==> src/rtl/dds_increment_ramp_if.sv <==
// Control/status bundle for the DDS increment slewer.
// The controller side is master and the slewer is slave.
interface dds_increment_ramp_if #(
  parameter int WIDTH    = 32,
  parameter int STEP_W   = 16,
  parameter int PERIOD_W = 16
);
  logic                enable;
  logic [WIDTH-1:0]    target_increment;
  logic [STEP_W-1:0]   max_step;
  logic [PERIOD_W-1:0] update_period;
  logic [WIDTH-1:0]    increment_out;
  logic                update_strobe;
  logic                busy;
  logic                at_target;

  modport master (
    output enable, target_increment, max_step, update_period,
    input  increment_out, update_strobe, busy, at_target
  );

  modport slave (
    input  enable, target_increment, max_step, update_period,
    output increment_out, update_strobe, busy, at_target
  );
endinterface

==> src/rtl/dds_increment_ramp.sv <==
// Rate-limited slewer that walks the DDS phase increment toward a target.
// Steps are bounded, so the clock chain downstream stays locked while retuning.
module dds_increment_ramp #(
  parameter int               WIDTH             = 32,
  parameter logic [WIDTH-1:0] DEFAULT_INCREMENT = 32'h33333333,
  parameter int               STEP_W            = 16,
  parameter int               PERIOD_W          = 16
) (
  input  logic clk_ref,
  input  logic clk_ref_aresetn,
  dds_increment_ramp_if.slave bus
);

  typedef enum logic {IDLE, RAMP} state_t;

  localparam logic [PERIOD_W-1:0] PRE_ONE = 1;

  state_t              state;
  logic [WIDTH-1:0]    target_q;
  logic [WIDTH-1:0]    inc_q;
  logic [PERIOD_W-1:0] prescaler;
  logic                strobe_q;
  logic                at_target_q;

  logic             up;
  logic [WIDTH:0]   diff;
  logic [WIDTH:0]   step_ext;
  logic [WIDTH-1:0] nxt;

  // The step is only taken when diff > max_step, so the result can neither
  // overshoot the target nor wrap past either end of the range.
  always_comb begin
    up       = target_q > inc_q;
    diff     = up ? ({1'b0, target_q} - {1'b0, inc_q})
                  : ({1'b0, inc_q} - {1'b0, target_q});
    step_ext = {{(WIDTH+1-STEP_W){1'b0}}, bus.max_step};
    nxt      = target_q;
    if (bus.max_step != '0 && diff > step_ext)
      nxt = up ? inc_q + step_ext[WIDTH-1:0] : inc_q - step_ext[WIDTH-1:0];
  end

  always_ff @(posedge clk_ref or negedge clk_ref_aresetn) begin
    if (!clk_ref_aresetn) begin
      state       <= IDLE;
      target_q    <= DEFAULT_INCREMENT;
      inc_q       <= DEFAULT_INCREMENT;
      prescaler   <= '0;
      strobe_q    <= 1'b0;
      at_target_q <= 1'b1;
    end else begin
      target_q    <= bus.target_increment;
      at_target_q <= (inc_q == target_q);
      strobe_q    <= 1'b0;
      case (state)
        IDLE: begin
          prescaler <= '0;
          if (bus.enable && inc_q != target_q) state <= RAMP;
        end
        RAMP: begin
          if (!bus.enable) begin
            state     <= IDLE;
            prescaler <= '0;
          end else if (prescaler != bus.update_period) begin
            prescaler <= prescaler + PRE_ONE;
          end else begin
            prescaler <= '0;
            inc_q     <= nxt;
            // A target moved back onto the output finishes silently.
            strobe_q  <= (nxt != inc_q);
            if (nxt == target_q) state <= IDLE;
          end
        end
        default: state <= IDLE;
      endcase
    end
  end

  assign bus.increment_out = inc_q;
  assign bus.update_strobe = strobe_q;
  assign bus.busy          = (state == RAMP);
  assign bus.at_target     = at_target_q;

endmodule

==> src/flat_wrapper.sv <==
// flat-port wrapper written by rule: the top's interface ports become plain ports
module dds_increment_ramp_flat 
#(
  parameter int               WIDTH             = 32,
  parameter logic [WIDTH-1:0] DEFAULT_INCREMENT = 32'h33333333,
  parameter int               STEP_W            = 16,
  parameter int               PERIOD_W          = 16
)
  (clk_ref, clk_ref_aresetn, bus_enable, bus_target_increment, bus_max_step, bus_update_period, bus_increment_out, bus_update_strobe, bus_busy, bus_at_target);
  dds_increment_ramp_if #(.WIDTH(WIDTH), .STEP_W(STEP_W), .PERIOD_W(PERIOD_W)) bus_i ();
  input  logic clk_ref;
  input  logic clk_ref_aresetn;
  input wire logic [$bits(bus_i.enable)-1:0] bus_enable;
  input wire logic [$bits(bus_i.target_increment)-1:0] bus_target_increment;
  input wire logic [$bits(bus_i.max_step)-1:0] bus_max_step;
  input wire logic [$bits(bus_i.update_period)-1:0] bus_update_period;
  output wire logic [$bits(bus_i.increment_out)-1:0] bus_increment_out;
  output wire logic [$bits(bus_i.update_strobe)-1:0] bus_update_strobe;
  output wire logic [$bits(bus_i.busy)-1:0] bus_busy;
  output wire logic [$bits(bus_i.at_target)-1:0] bus_at_target;
  assign bus_i.enable = bus_enable;
  assign bus_i.target_increment = bus_target_increment;
  assign bus_i.max_step = bus_max_step;
  assign bus_i.update_period = bus_update_period;
  assign bus_increment_out = bus_i.increment_out;
  assign bus_update_strobe = bus_i.update_strobe;
  assign bus_busy = bus_i.busy;
  assign bus_at_target = bus_i.at_target;
  dds_increment_ramp #(.WIDTH(WIDTH), .DEFAULT_INCREMENT(DEFAULT_INCREMENT), .STEP_W(STEP_W), .PERIOD_W(PERIOD_W)) u_core (.clk_ref(clk_ref), .clk_ref_aresetn(clk_ref_aresetn), .bus(bus_i));
endmodule
==> config.mk <==
export PLATFORM = sky130hd
export DESIGN_NAME = dds_increment_ramp_flat
export DESIGN_NICKNAME = d
export VERILOG_FILES = /design/src/rtl/dds_increment_ramp_if.sv /design/src/rtl/dds_increment_ramp.sv /design/src/flat_wrapper.sv
export SDC_FILE = /design/constraint.sdc
export NUM_CORES = 1
export LEC_CHECK = 0
export ABC_CLOCK_PERIOD_IN_PS = 7020
export BUFFER_PORTS_ARGS = -buffer_cell sky130_fd_sc_hd__buf_2
export CAP_MARGIN = 20
export CORE_MARGIN = 5
export CORE_UTILIZATION = 30
export CTS_BUF_LIST = sky130_fd_sc_hd__clkbuf_16
export DETAILED_ROUTE_END_ITERATION = 6
export SYNTH_ARGS = -nofsm -noshare
export SYNTH_HDL_FRONTEND = slang
export SYNTH_SLANG_ARGS = --single-unit
==> constraint.sdc <==
create_clock -name clk_ref -period 7.02 [get_ports clk_ref]
set_clock_uncertainty 0.15 [all_clocks]
set_input_delay 1.053 -clock clk_ref [delete_from_list [all_inputs] [get_ports clk_ref]]
set_output_delay 1.053 -clock clk_ref [all_outputs]
set_load 0.02 [all_outputs]
==> results.md <==
- The run finished with clean final reports.
- Routed signal wires occupy layers up through met4.
- The DRC marker count from the first detailed-route iteration is ~1200.
- In this run the static leakage power is between 6 and 7 nW.
- The number of antenna violations at the first check in global routing came to 0.
- The initial standard-cell utilization of the core is 0.304.
- Along the worst path, the maximum fanout reaches 20.
- Counting flops with an async set or reset pin after synthesis yields a share of 1.00.
- The congestion estimate from routability-driven global placement came to ~1.
- The aggregate global-route resource usage is 0.219.
- The number of sinks driven by the clock tree is a little over 80.
- The utilization of the core after routing is 0.370.
- For this run, the post-layout net count is approximately 1800.
- The total power density per cell area is between 100 and 150 nW/um2.
- For this run, the slowest stage of the critical path takes between 0.5 and 0.6 ns.
- By area the synthesized netlist is led by sky130_fd_sc_hd__ha_1 13%, sky130_fd_sc_hd__dfrtp_1 12%, sky130_fd_sc_hd__xnor2_1 9.4%, sky130_fd_sc_hd__dfstp_2 8.0%, sky130_fd_sc_hd__a21oi_1 7.2%.
- The number of max-slew violations in the final report is 0.
- For this run, design rule violations remaining after detail routing come to 0.
- In this run the horizontal extent of the chip is approximately 200 um.
- Derived from the worst setup path, the maximum achievable clock frequency is approximately 150 MHz.
- The number of different library cells used by synthesis comes to 90.
- The count of endpoints failing hold in the final timing report was 0.
- The critical path's slowest cell is sky130_fd_sc_hd__dfstp_2.
- For the final routed database, the setup TNS stands at 0 ns.
- At the worst endpoint, the arrival time is 6.85 ns.
- The count of hold buffers inserted by post-cts repair is 0.
- Data on the critical path is required at its endpoint by 7.09 ns.
- The synthesized design contains 0 enable-type register cells.
- The total length of routed met3 wires is roughly 2900 um.
- The detailed-route via count is between 10000 and 15000.
- The max-capacitance violation count is 0.
- The count of nets left with antenna violations once routing finished came out at 0.
- The synthesized area divided by synthesized cell count is about 7.6 um2.
- The floorplan has 69 rows.
- In the final routing, the length of wire on met1 measures approximately 20000 um.
- Excluding fillers, the count of instances in the completed layout stands at 2097.
- Setup repair after global routing left no endpoint under its margin.
- Dividing the detail-routed wire length by the instance count gives about 22 um.
- The worst hold path stage count is 2.
- Counting both buffers and inverters, the worst setup path holds a total of 3.
- The top cell type by total area after synthesis is sky130_fd_sc_hd__ha_1.
- After clock tree synthesis, the clock-pin slew on the worst setup and hold paths is about 0.070 ns.
- Ranked by instance count, the synthesized netlist is headed by 156 x sky130_fd_sc_hd__a21oi_1, 133 x sky130_fd_sc_hd__nor2_1, 129 x sky130_fd_sc_hd__nand2_1.
- Entering global routing, the biggest net connects between 50 and 60 pins.
- The number of warnings reported in the yosys synthesis log is 0.
- The number of CTS-inserted buffers is 9.
- The most used flip-flop cell after synthesis is sky130_fd_sc_hd__dfrtp_1.
- The buffer depth of the longest clock path is 2.
- The post-placement setup slack is approximately 0.17 ns.
- After synthesis the netlist holds a flip-flop and latch count of just over 80.
- Grouping stages by cell kind, the critical path spends the most delay in compound AO/OA/AOI/OAI gates.
- sky130_fd_sc_hd__a21oi_1 is the most common cell in the netlist.
- The cell sitting at the root of the clock tree is a sky130_fd_sc_hd__clkbuf_16.
- The path class of the tightest hold or removal check is register to register.
- After detailed placement, the design holds a cell count of 2077.
- For the finished layout, the period the worst path requires is a little under 7 ns.
- The first detailed-routing pass took 6 iterations.
- The H-tree generated during clock tree synthesis spans 3 levels.
- The post-detailed-routing wire length is approximately 45000 um.
- In this run the tool buffered the top-level ports with just over 100 buffer cells.
- The net count after synthesis is 1615.
- The worst setup path is captured at a register.
- The later pin in the worst-skew pair is clocked with a latency of 0.36 ns.
- For this design the top-level I/O count stands at 102.
- Using the TritonRoute via totals, the vias-per-cell ratio works out to 5.58.
- Of the synthesized area, sequential elements account for 0.195.
- TritonCTS built the clock tree.
- The slew of the pin with the lowest slew margin is between 0.7 and 0.8 ns.
- For the worst flop-to-flop path, the logic depth is 26.
- The area added between synthesis and finish is 21.6%.
- The number of global-route vias before repair is between 10000 and 15000.
- Headroom to the max-slew limit came out at 0.495.
- The maximum resistive drop on vdd is around 0.11 mV.
- The first global-routing pass estimated around 69000 um of wire.
- The part of the cycle the worst path needs is 0.966.
- The worst setup path is launched from a register.
- Of the cells placed in the final design, the portion with a size suffix greater than 1 is 0.202.
- For this run the aggregate overflow at the end of global routing stands at 0.
- The floorplan step defined a core boundary enclosing ~36000 um2.
- The worst setup slack for register-to-register paths is approximately 0.24 ns.
- Measured along the y axis, the die boundary spans between 200 and 250 um.
- Detailed placement ended at an HPWL of roughly 38000 um.
- The critical path is of the register to register type.
- The critical path crosses 26 cells after its start point.
- The overall power after layout is between 1.5 and 2 mW.
- Setup violations remaining at the end of the flow were counted as 0.
- The portion of synthesized cell area occupied by the leading cell type is 0.131.
- The count of inserted antenna diode cells is 0.
- The final worst setup slack is ~0.24 ns.
- Summing every instance area after synthesis gives 10900 um2.
- The met2 wire length is between 20000 and 25000 um.
- The post-synthesis instance total is approximately 1400.
- The die footprint is between 40000 and 50000 um2.
path summary, 6_finish.rpt:
path / startpoint / endpoint
worst max register to register: u_core.bus.increment_out[1] / u_core.bus.update_strobe
worst min register to register: u_core.bus.increment_out[24] / u_core.bus.increment_out[24]
worst max-delay path: u_core.bus.increment_out[1] / u_core.bus.update_strobe
min in group asynchronous: clk_ref_aresetn / u_core.target_q[10]
worst min-delay path: u_core.bus.increment_out[24] / u_core.bus.increment_out[24]
max in group asynchronous: clk_ref_aresetn / u_core.target_q[27]
final cells by class:
class,count,area [um2]
fill,3776,22500
multi-input combinational,1193,8240
sequential,83,2120
timing repair buffer,244,1600
tap,461,577
inverter,100,375
clock buffer,9,225
clock inverter,7,53.8
where the power goes:
group / switching [mW] / internal (mW) / leakage, nW / total [mW]
sequential: 0.0197 / 0.493 / 0.992 / 0.513
combinational: 0.373 / 0.270 / 4.88 / 0.644
clock: 0.227 / 0.242 / 0.134 / 0.469
metal layers:
layer | vias up | global-route usage
met5 | - | 0
met4 | 0 | 0.0755
met3 | 83 | 0.0283
met2 | 481 | 0.357
met1 | 5588 | 0.299
li1 | 5547 | -
state kept, by name (all words and copies together) (netlist names):
register and cells:
u_core.bus.at_target 1, u_core.bus.busy 1, u_core.bus.increment_out 32, u_core.bus.update_strobe 1, u_core.prescaler 16, u_core.target_q 32
tightest hold or removal path, cell delays in order (launching register included):
cell	delay, ns
sky130_fd_sc_hd__dfstp_2	0.41
sky130_fd_sc_hd__nand2_1	0.06
sky130_fd_sc_hd__o21ai_0	0.07
cells in the final DEF, fill, tap and decap left out, types with 7 or more instances in the layout:
cell / synthesis / routed
sky130_fd_sc_hd__nor3_1: 25 / 25
sky130_fd_sc_hd__buf_2: 10 / 100
sky130_fd_sc_hd__a21oi_1: 156 / 148
sky130_fd_sc_hd__o21ai_1: 9 / 10
sky130_fd_sc_hd__a31oi_1: 13 / 10
sky130_fd_sc_hd__a211oi_1: 17 / 17
sky130_fd_sc_hd__xor2_1: 36 / 36
sky130_fd_sc_hd__o31ai_1: 11 / 11
sky130_fd_sc_hd__ha_1: 114 / 113
sky130_fd_sc_hd__mux2i_1: 15 / 15
sky130_fd_sc_hd__nand2b_1: 10 / 10
sky130_fd_sc_hd__dfrtp_1: 50 / 50
sky130_fd_sc_hd__nor2_1: 133 / 133
sky130_fd_sc_hd__nand2_1: 129 / 128
sky130_fd_sc_hd__nor2b_1: 12 / 12
sky130_fd_sc_hd__nand3_1: 24 / 24
sky130_fd_sc_hd__and2_1: 10 / 10
sky130_fd_sc_hd__o211ai_1: 10 / 10
sky130_fd_sc_hd__or3_1: 11 / 11
sky130_fd_sc_hd__o21a_1: 12 / 12
sky130_fd_sc_hd__buf_4: 5 / 142
sky130_fd_sc_hd__a21oi_2: 0 / 8
sky130_fd_sc_hd__o22ai_1: 7 / 7
sky130_fd_sc_hd__a21o_1: 46 / 46
sky130_fd_sc_hd__a221oi_1: 7 / 7
sky130_fd_sc_hd__inv_1: 99 / 100
sky130_fd_sc_hd__o21ai_0: 98 / 97
sky130_fd_sc_hd__nand4_1: 35 / 35
sky130_fd_sc_hd__and3_1: 12 / 12
sky130_fd_sc_hd__nor4_1: 10 / 9
sky130_fd_sc_hd__clkbuf_16: 0 / 9
sky130_fd_sc_hd__dfstp_2: 33 / 33
sky130_fd_sc_hd__xnor2_1: 116 / 113
cell families (layout without fill, tap and decap cells):
kind of cell,after synthesis,in the layout,synth area share
AND/OR/NAND/NOR,444,444,0.197
adder cells (fa/ha/maj),117,117,0.137
buffers and inverters,155,360,0.0572
AO/OA/AOI/OAI,458,458,0.268
multiplexers,20,20,0.0190
XOR/XNOR,154,154,0.126
flip-flops,83,83,0.195
metrics by stage:
stage          hold slack, ns  cell area [um2]
3_5_place_dp            0.361            12800
3_3_place_gp            0.352            12800
6_report                0.386            13200
4_1_cts                 0.374            13100
5_1_grt                 0.410            13200
2_1_floorplan           0.343            10900
repair_timing:
action / CTS / global route
setup endpoints to repair: 0 / 2
buffers inserted: 0 / 4
resized for setup: 0 / 19
Power figures use the tool's default switching activity.
